--- src/rtl/decoder_pkg.sv ---
// Shared decode definitions for the ID stage.
//   - MIPS opcode / funct constants used by the decoder
//   - addr_type and mem_size encodings
//   - dec_t: packed decode bundle handed to the control unit
//   - pipe_state_e: pipeline-register occupancy {out_valid, skid_valid}
package decoder_pkg;

  localparam int REG_W = 5;

  localparam logic [5:0] OP_RTYPE  = 6'b000000;
  localparam logic [5:0] OP_J      = 6'b000010;
  localparam logic [5:0] OP_JAL    = 6'b000011;
  localparam logic [5:0] OP_BEQ    = 6'b000100;
  localparam logic [5:0] OP_BNE    = 6'b000101;

  localparam logic [5:0] FUNC_SLL  = 6'b000000;
  localparam logic [5:0] FUNC_SRL  = 6'b000010;
  localparam logic [5:0] FUNC_SRA  = 6'b000011;
  localparam logic [5:0] FUNC_SLLV = 6'b000100;
  localparam logic [5:0] FUNC_SRLV = 6'b000110;
  localparam logic [5:0] FUNC_SRAV = 6'b000111;
  localparam logic [5:0] FUNC_JR   = 6'b001000;
  localparam logic [5:0] FUNC_JALR = 6'b001001;
  localparam logic [5:0] FUNC_ADDU = 6'b100001;
  localparam logic [5:0] FUNC_SUBU = 6'b100011;
  localparam logic [5:0] FUNC_AND  = 6'b100100;
  localparam logic [5:0] FUNC_OR   = 6'b100101;
  localparam logic [5:0] FUNC_XOR  = 6'b100110;
  localparam logic [5:0] FUNC_NOR  = 6'b100111;
  localparam logic [5:0] FUNC_SLT  = 6'b101010;

  localparam logic [1:0] AT_REG    = 2'b00;  // target from register
  localparam logic [1:0] AT_REGION = 2'b01;  // 26-bit in-region jump
  localparam logic [1:0] AT_PCREL  = 2'b10;  // PC-relative 16-bit branch

  localparam logic [1:0] MS_BYTE   = 2'b00;
  localparam logic [1:0] MS_HALF   = 2'b01;
  localparam logic [1:0] MS_WORD   = 2'b11;

  typedef struct packed {
    logic [5:0]       funct;
    logic [25:0]      addr_offset;
    logic [REG_W-1:0] rs;
    logic [REG_W-1:0] rt;
    logic [REG_W-1:0] rd;
    logic [REG_W-1:0] shamt;
    logic             pc_modify;
    logic             link_ret;
    logic [1:0]       addr_type;
    logic [REG_W-1:0] link_reg;
    logic [REG_W-1:0] addr_reg;
    logic             equal;
    logic             inmediate;
    logic             mem_op;
    logic             mem_type;
    logic [1:0]       mem_size;
    logic             unsign;
    logic             illegal;
  } dec_t;

  typedef enum logic [1:0] {
    ST_EMPTY = 2'b00,
    ST_BUSY  = 2'b10,
    ST_FULL  = 2'b11
  } pipe_state_e;

endpackage

--- src/rtl/decode_logic.sv ---
// Purely combinational MIPS instruction decoder.
//   instr_i : raw 32-bit instruction word
//   dec_o   : decoded field/flag bundle (illegal words keep their raw
//             fields but carry no control flags)
module decode_logic
  import decoder_pkg::*;
#(
  parameter int RA_REG = 31
) (
  input  logic [31:0] instr_i,
  output dec_t        dec_o
);

  logic [5:0] op, fn;
  logic       bad;

  assign op = instr_i[31:26];
  assign fn = instr_i[5:0];

  always_comb begin
    dec_o             = '0;
    bad               = 1'b0;
    dec_o.funct       = fn;
    dec_o.addr_offset = instr_i[25:0];
    dec_o.rs          = instr_i[25:21];
    dec_o.rt          = instr_i[20:16];
    dec_o.rd          = instr_i[15:11];
    dec_o.shamt       = instr_i[10:6];

    casez (op)
      OP_RTYPE: begin
        case (fn)
          FUNC_JR: begin
            dec_o.pc_modify = 1'b1;
            dec_o.addr_type = AT_REG;
            dec_o.addr_reg  = instr_i[25:21];
          end
          FUNC_JALR: begin
            dec_o.pc_modify = 1'b1;
            dec_o.addr_type = AT_REG;
            dec_o.addr_reg  = instr_i[25:21];
            dec_o.link_ret  = 1'b1;
            dec_o.link_reg  = instr_i[15:11];
          end
          FUNC_SLL, FUNC_SRL, FUNC_SRA, FUNC_SLLV, FUNC_SRLV, FUNC_SRAV,
          FUNC_ADDU, FUNC_SUBU, FUNC_AND, FUNC_OR, FUNC_XOR, FUNC_NOR,
          FUNC_SLT: ;
          default: bad = 1'b1;
        endcase
      end
      OP_J, OP_JAL: begin
        dec_o.pc_modify = 1'b1;
        dec_o.addr_type = AT_REGION;
        dec_o.link_ret  = op[0];
        dec_o.link_reg  = REG_W'(RA_REG);
      end
      OP_BEQ, OP_BNE: begin
        dec_o.pc_modify = 1'b1;
        dec_o.addr_type = AT_PCREL;
        dec_o.equal     = ~op[0];
      end
      6'b001???: begin
        // ALU-immediate ops carry their operation in the low opcode bits
        dec_o.inmediate = 1'b1;
        dec_o.funct     = {3'b000, op[2:0]};
      end
      6'b10????: begin
        // op[3]=store, op[2]=unsigned, op[1:0]=size; 10 size and
        // unsigned stores have no encoding
        dec_o.mem_op   = 1'b1;
        dec_o.mem_type = op[3];
        dec_o.mem_size = op[1:0];
        dec_o.unsign   = op[2];
        bad = (op[1:0] == 2'b10) || (op[3] && op[2]);
      end
      default: bad = 1'b1;
    endcase

    if (bad) begin
      dec_o.pc_modify = 1'b0;
      dec_o.link_ret  = 1'b0;
      dec_o.addr_type = '0;
      dec_o.link_reg  = '0;
      dec_o.addr_reg  = '0;
      dec_o.equal     = 1'b0;
      dec_o.inmediate = 1'b0;
      dec_o.mem_op    = 1'b0;
      dec_o.mem_type  = 1'b0;
      dec_o.mem_size  = '0;
      dec_o.unsign    = 1'b0;
      dec_o.funct     = fn;
      dec_o.illegal   = 1'b1;
    end
  end

endmodule

--- src/rtl/instruction_decoder.sv ---
// ID stage: combinational decode into a valid/ready output register with a
// one-entry skid buffer. o_ready is registered; i_flush empties the stage
// and drops any same-cycle input; i_reset (sync, active high) wins over all.
// Ports: i_clk/i_reset, fetch side i_instr/i_valid/o_ready, i_flush,
// downstream o_valid/i_ready plus the decoded field/flag outputs.
module instruction_decoder
  import decoder_pkg::*;
#(
  parameter int INSTR_W = 32,
  parameter int REG_W   = 5,
  parameter int RA_REG  = 31
) (
  input  logic               i_clk,
  input  logic               i_reset,
  input  logic [INSTR_W-1:0] i_instr,
  input  logic               i_valid,
  output logic               o_ready,
  input  logic               i_flush,
  output logic               o_valid,
  input  logic               i_ready,
  output logic [5:0]         o_funct,
  output logic [25:0]        o_addr_offset,
  output logic [REG_W-1:0]   o_rs,
  output logic [REG_W-1:0]   o_rt,
  output logic [REG_W-1:0]   o_rd,
  output logic [REG_W-1:0]   o_shamt,
  output logic               o_flg_pc_modify,
  output logic               o_flg_link_ret,
  output logic [1:0]         o_flg_addr_type,
  output logic [REG_W-1:0]   o_link_reg,
  output logic [REG_W-1:0]   o_addr_reg,
  output logic               o_flg_equal,
  output logic               o_flg_inmediate,
  output logic               o_flg_mem_op,
  output logic               o_flg_mem_type,
  output logic               o_flg_unsign,
  output logic [1:0]         o_flg_mem_size,
  output logic               o_illegal
);

  dec_t        dec;
  dec_t        out_q, out_d, skid_q, skid_d;
  pipe_state_e state_q, state_d;
  logic        ready_q;
  logic        accept, taken;

  decode_logic #(.RA_REG(RA_REG)) u_dec (
    .instr_i (i_instr[31:0]),
    .dec_o   (dec)
  );

  assign accept = i_valid & ready_q;
  assign taken  = state_q[1] & i_ready;

  always_comb begin
    state_d = state_q;
    out_d   = out_q;
    skid_d  = skid_q;
    if (i_flush) begin
      state_d = ST_EMPTY;
    end else begin
      case (state_q)
        ST_EMPTY: if (accept) begin
          state_d = ST_BUSY;
          out_d   = dec;
        end
        ST_BUSY: begin
          if (taken && accept) begin
            out_d = dec;
          end else if (taken) begin
            state_d = ST_EMPTY;
          end else if (accept) begin
            state_d = ST_FULL;
            skid_d  = dec;
          end
        end
        ST_FULL: if (taken) begin
          // ready_q is low here, so no new word can arrive this cycle
          state_d = ST_BUSY;
          out_d   = skid_q;
        end
        default: state_d = ST_EMPTY;
      endcase
    end
  end

  always_ff @(posedge i_clk) begin
    if (i_reset) begin
      state_q <= ST_EMPTY;
      out_q   <= '0;
      skid_q  <= '0;
      ready_q <= 1'b1;
    end else begin
      state_q <= state_d;
      out_q   <= out_d;
      skid_q  <= skid_d;
      ready_q <= ~state_d[0];
    end
  end

  assign o_ready         = ready_q;
  assign o_valid         = state_q[1];
  assign o_funct         = out_q.funct;
  assign o_addr_offset   = out_q.addr_offset;
  assign o_rs            = out_q.rs;
  assign o_rt            = out_q.rt;
  assign o_rd            = out_q.rd;
  assign o_shamt         = out_q.shamt;
  assign o_flg_pc_modify = out_q.pc_modify;
  assign o_flg_link_ret  = out_q.link_ret;
  assign o_flg_addr_type = out_q.addr_type;
  assign o_link_reg      = out_q.link_reg;
  assign o_addr_reg      = out_q.addr_reg;
  assign o_flg_equal     = out_q.equal;
  assign o_flg_inmediate = out_q.inmediate;
  assign o_flg_mem_op    = out_q.mem_op;
  assign o_flg_mem_type  = out_q.mem_type;
  assign o_flg_unsign    = out_q.unsign;
  assign o_flg_mem_size  = out_q.mem_size;
  assign o_illegal       = out_q.illegal;

endmodule
--- config.mk ---
export PLATFORM = sky130hd
export DESIGN_NAME = instruction_decoder
export DESIGN_NICKNAME = d
export VERILOG_FILES = /design/src/rtl/decoder_pkg.sv /design/src/rtl/decode_logic.sv /design/src/rtl/instruction_decoder.sv
export SDC_FILE = /design/constraint.sdc
export NUM_CORES = 1
export LEC_CHECK = 0
export CORE_ASPECT_RATIO = 0.7
export CORE_MARGIN = 2
export CORE_UTILIZATION = 47
export CTS_BUF_LIST = sky130_fd_sc_hd__clkbuf_2
export DETAILED_ROUTE_END_ITERATION = 10
export PLACE_DENSITY_LB_ADDON = 0.12
export SETUP_SLACK_MARGIN = 0.4
export SLEW_MARGIN = 20
export SYNTH_ARGS = -nofsm -noshare
export SYNTH_HDL_FRONTEND = slang
export SYNTH_SLANG_ARGS = --single-unit
export TNS_END_PERCENT = 20
--- constraint.sdc ---
create_clock -name i_clk -period 1.73 [get_ports i_clk]
set_input_delay 0.346 -clock i_clk [delete_from_list [all_inputs] [get_ports i_clk]]
set_output_delay 0.346 -clock i_clk [all_outputs]
set_load 0.03 [all_outputs]
==> out/summary.json <==
{
  "grt_setup_unrepaired": {"value": "true"},
  "regMostFlops": {"value": "skid_q"},
  "synth_seq_cells": {"value": 111},
  "number_of_global_route_vias_before_repair": {"value": 4505},
  "violation_count_after_the_first_detailed_route_iteration": {"value": 499},
  "layout.cells.most_common_list": {"value": "nand2_1 (140), dfxtp_1 (68), buf_4 (55)"},
  "firstDrtPassIters": {"value": 6},
  "worst-slew-pin-transition": {"value": 0.761, "unit": "ns"},
  "worst_slack": {"value": -0.0967, "unit": "ns"},
  "floorplan.die.height": {"value": 88.8, "unit": "um"},
  "critical_path.top_delay_family": {"value": "buffers and inverters"},
  "gpl.final_weighted_congestion": {"value": 0.821},
  "mappedNetlistArea": {"value": 0.00483, "unit": "mm^2"},
  "stdcell_area": {"value": 0.00674, "unit": "mm^2"},
  "powerDensity": {"value": 782, "unit": "mW/mm^2"},
  "synth.area.mux_share": {"value": 0.622, "unit": "%"},
  "worstPathCellList": {"value": "nand3b_1 -> buf_6 -> a211oi_4 -> buf_6 -> buf_6 -> nor2_2 -> a311oi_1"},
  "die_width": {"value": 125, "unit": "um"},
  "max_freq": {"value": 547, "unit": "MHz"},
  "synth_nets": {"value": 631},
  "grt_overflow_total": {"value": 0},
  "ys_warn_count": {"value": 0},
  "drt.antenna.violating_nets": {"value": 0},
  "drive_gt1_share": {"value": 33.8, "unit": "%"},
  "synth_area_per_cell": {"value": 8.13, "unit": "um^2"},
  "largest_net_degree_at_the_start_of_global_routing": {"value": 73},
  "cp_data_arrival_time": {"value": 2.34, "unit": "ns"},
  "detail_route.wirelength": {"value": 13700, "unit": "um"},
  "port_buffers": {"value": 112},
  "drc": {"value": 0},
  "setup_viol": {"value": 36},
  "insertion_delay": {"value": 0.60, "unit": "ns"},
  "synth.distinct_cells": {"value": 45},
  "clock_sink_count": {"value": 111},
  "floorplan.rows": {"value": 30},
  "floorplan.io_pins": {"value": 113},
  "timing.hold.ws": {"value": 0.254, "unit": "ns"},
  "critical_path.most_common_cell": {"value": "buf_6"},
  "floorplan.initialDensity": {"value": 49.1, "unit": "%"},
  "critical_path_class": {"value": "flop to flop"},
  "clk_path_buf_depth": {"value": 2},
  "cts.hold.buffers_added": {"value": 0},
  "hold_path_class": {"value": "primary input to flop"},
  "design.die.area": {"value": 0.0111, "unit": "mm^2"},
  "run_status": {"value": "complete, but fails checks"},
  "area.growth.synth_to_final": {"value": 39.5, "unit": "%"},
  "core_area": {"value": 0.00983, "unit": "mm^2"},
  "grt_pass1_wl": {"value": 21700, "unit": "um"},
  "final.min_clock_period": {"value": 1.83, "unit": "ns"},
  "post_drt_wl_per_cell": {"value": 16.3, "unit": "um"},
  "xor_xnor_share_of_the_synthesized_area": {"value": 0, "unit": "%"},
  "ys_seq_area_share": {"value": 46.0, "unit": "%"},
  "power.share.sequential": {"value": 52.0, "unit": "%"},
  "multi_input_area": {"value": 0.00233, "unit": "mm^2"},
  "finish.net_count": {"value": 747},
  "antennaDiodeCount": {"value": 0},
  "postSynth.topFlopCell": {"value": "dfxtp_1"},
  "dpl_cell_area": {"value": 0.00623, "unit": "mm^2"},
  "leakagePower": {"value": 2.54, "unit": "nW"},
  "synth-async-reset-ratio": {"value": 0, "unit": "%"},
  "main_combinational_cell_family_by_area_after_synthesis": {"value": "simple AND/OR/NAND/NOR gates"},
  "synth-edff-count": {"value": 0},
  "clkTransAtPathRegs": {"value": 0.28, "unit": "ns"},
  "final.fill_count": {"value": 824},
  "postSynthCellCount": {"value": 594},
  "failed_checks": {"value": "setup timing"},
  "largest_register_ffs": {"value": 54},
  "initial_antenna_violation_count": {"value": 0},
  "area.sequential": {"value": 0.00228, "unit": "mm^2"},
  "finalClockSkew": {"value": 0.0266, "unit": "ns"},
  "synth_adder_area_share": {"value": 0, "unit": "%"},
  "worstSetupEndpointType": {"value": "flop"},
  "p_int": {"value": 0.00376, "unit": "W"},
  "numCtsBuffers": {"value": 9},
  "vias": {"value": 4827},
  "synth_simple_gate_area_share": {"value": 23.1, "unit": "%"},
  "critical_path_buf_inv_count": {"value": 3},
  "comb_power_share": {"value": 19.6, "unit": "%"},
  "grt_use_total": {"value": 24.0, "unit": "%"},
  "dp_hpwl": {"value": 8740, "unit": "um"},
  "net-switching-power": {"value": 0.00151, "unit": "W"},
  "pwr-share-clk": {"value": 28.4, "unit": "%"},
  "avgViaCountPerCell": {"value": 5.73},
  "max_cap_viol_count": {"value": 0},
  "cts-htree-levels": {"value": 3},
  "required_worst_endpoint": {"value": 2.24, "unit": "ns"},
  "slowest_delay": {"value": 0.39, "unit": "ns"},
  "hold_violations": {"value": 0},
  "timing.final.crit_share": {"value": 106, "unit": "%"},
  "report.final.slew_viol_count": {"value": 0},
  "clock-root-buffer": {"value": "clkbuf_2"},
  "swShare": {"value": 28.7, "unit": "%"},
  "tritoncts": {"value": "yes"},
  "worstPathMaxFanout": {"value": 7},
  "max-vdd-ir-drop": {"value": 0.000526, "unit": "V"},
  "cp_slowest_cell": {"value": "dfxtp_2"},
  "mostFrequentLayoutCell": {"value": "nand2_1"},
  "relSlewSlack": {"value": 49.3, "unit": "%"},
  "synth-compound-area-share": {"value": 22.2, "unit": "%"},
  "worst_setup_path_start_kind": {"value": "flop"}
}
[area by class of cell]
cell class,count,share of cell area (%)
clock buffers,9,0.669
clock inverters,7,1.75
inverters,2,0.111
multi-input cells,408,34.6
flip-flops and latches,111,33.9
well taps,128,2.38
repair buffers,178,26.6
[worst register-to-register path, cell delays in order, from the launching register on]
cell and delay [ns]:
dfxtp_2 0.39, nand3b_1 0.26, buf_6 0.20, a211oi_4 0.26, buf_6 0.21, buf_6 0.15
nor2_2 0.04, a311oi_1 0.24
[worst paths after layout]
| kind | start | slack [ns] | end | depth (start not counted) |
|---|---|---|---|---|
| worst min-delay path | i_reset | 0.25 | o_link_reg[0]$_SDFFE_PP0P_ | 6 |
| worst min register to register | skid_q[44]$_SDFFE_PP0P_ | 0.45 | o_addr_offset[2]$_SDFFE_PP0P_ | 2 |
| worst max register to register | state_q[0]$_SDFF_PP0_ | -0.1 | o_addr_offset[22]$_SDFFE_PP0P_ | 7 |
| worst max-delay path | state_q[0]$_SDFF_PP0_ | -0.1 | o_addr_offset[22]$_SDFFE_PP0P_ | 7 |
[stage by stage]
step | TNS (ns) | util, % | power, W | setup WS (ns) | instances
6_report | -1.20 | 68.5 | 0.00527 | -0.0967 | 843
5_1_grt | -7.16 | 68.5 | 0.00549 | -0.177 | 843
4_1_cts | -1.23 | 67.6 | 0.00527 | -0.0771 | 838
3_5_place_dp | -45.32 | 63.4 | 0.00372 | -0.571 | 809
3_3_place_gp | -40.13 | 63.4 | 0.00370 | -0.474 | 809
2_1_floorplan | -0.196 | - | 0.00329 | -0.0301 | 594
[timing repair]
action                                 in CTS  in global routing
setup buffers                              12                  4
setup endpoints to repair                 186                187
resized for setup                         505                 23
endpoints found under the hold margin       0                  0
cloned                                      1                  1
pin swaps                                  30                  7
[cell usage after synthesis (2+ instances only)]
master | n | area share, %
a211o_1 | 4 | 0.73
o21ai_0 | 8 | 0.83
or3b_1 | 2 | 0.36
a22o_1 | 4 | 0.73
a311oi_1 | 35 | 6.3
a211oi_1 | 14 | 2.2
a221oi_1 | 4 | 0.73
nand2b_1 | 2 | 0.26
nor2_1 | 65 | 5.1
o31ai_1 | 3 | 0.47
inv_1 | 2 | 0.16
mux2i_1 | 3 | 0.62
a31oi_1 | 5 | 0.65
nand3_1 | 22 | 2.3
nand2_1 | 141 | 11
o2bb2ai_1 | 5 | 0.91
a21oi_1 | 50 | 5.2
buf_6 | 4 | 0.93
a211oi_2 | 7 | 1.8
buf_2 | 5 | 0.52
buf_4 | 20 | 3.1
or4_1 | 2 | 0.31
and2_1 | 2 | 0.26
nor2b_1 | 2 | 0.26
clkbuf_1 | 41 | 3.2
or3_1 | 4 | 0.52
dfxtp_1 | 111 | 46
buf_1 | 3 | 0.23
nor3_1 | 8 | 0.83
[cells by family after synthesis]
family          after synthesis
mux                           3
flops                       111
simple gates                259
compound gates              146
buf+inv                      75
[power groups by stage]
stage                     clock network [W]  registers [W]  logic [W]
final                               0.00150        0.00274    0.00103
after global routing                0.00164        0.00275    0.00110
after CTS                           0.00153        0.00274    0.00101
after detailed placement                  0        0.00276   0.000961
after global placement                    0        0.00276   0.000944
after floorplan                           0        0.00290   0.000391
[metal layers]
layer / GRT usage (%) / vias up / wire length (um)
met5: 0 / - / 0
met4: 6.77 / 0 / 189
met3: 6.29 / 23 / 1020
met2: 41.4 / 196 / 6630
met1: 30.4 / 2325 / 5880
li1: - / 2283 / -
Note: power is estimated with default switching activity, not from simulation.
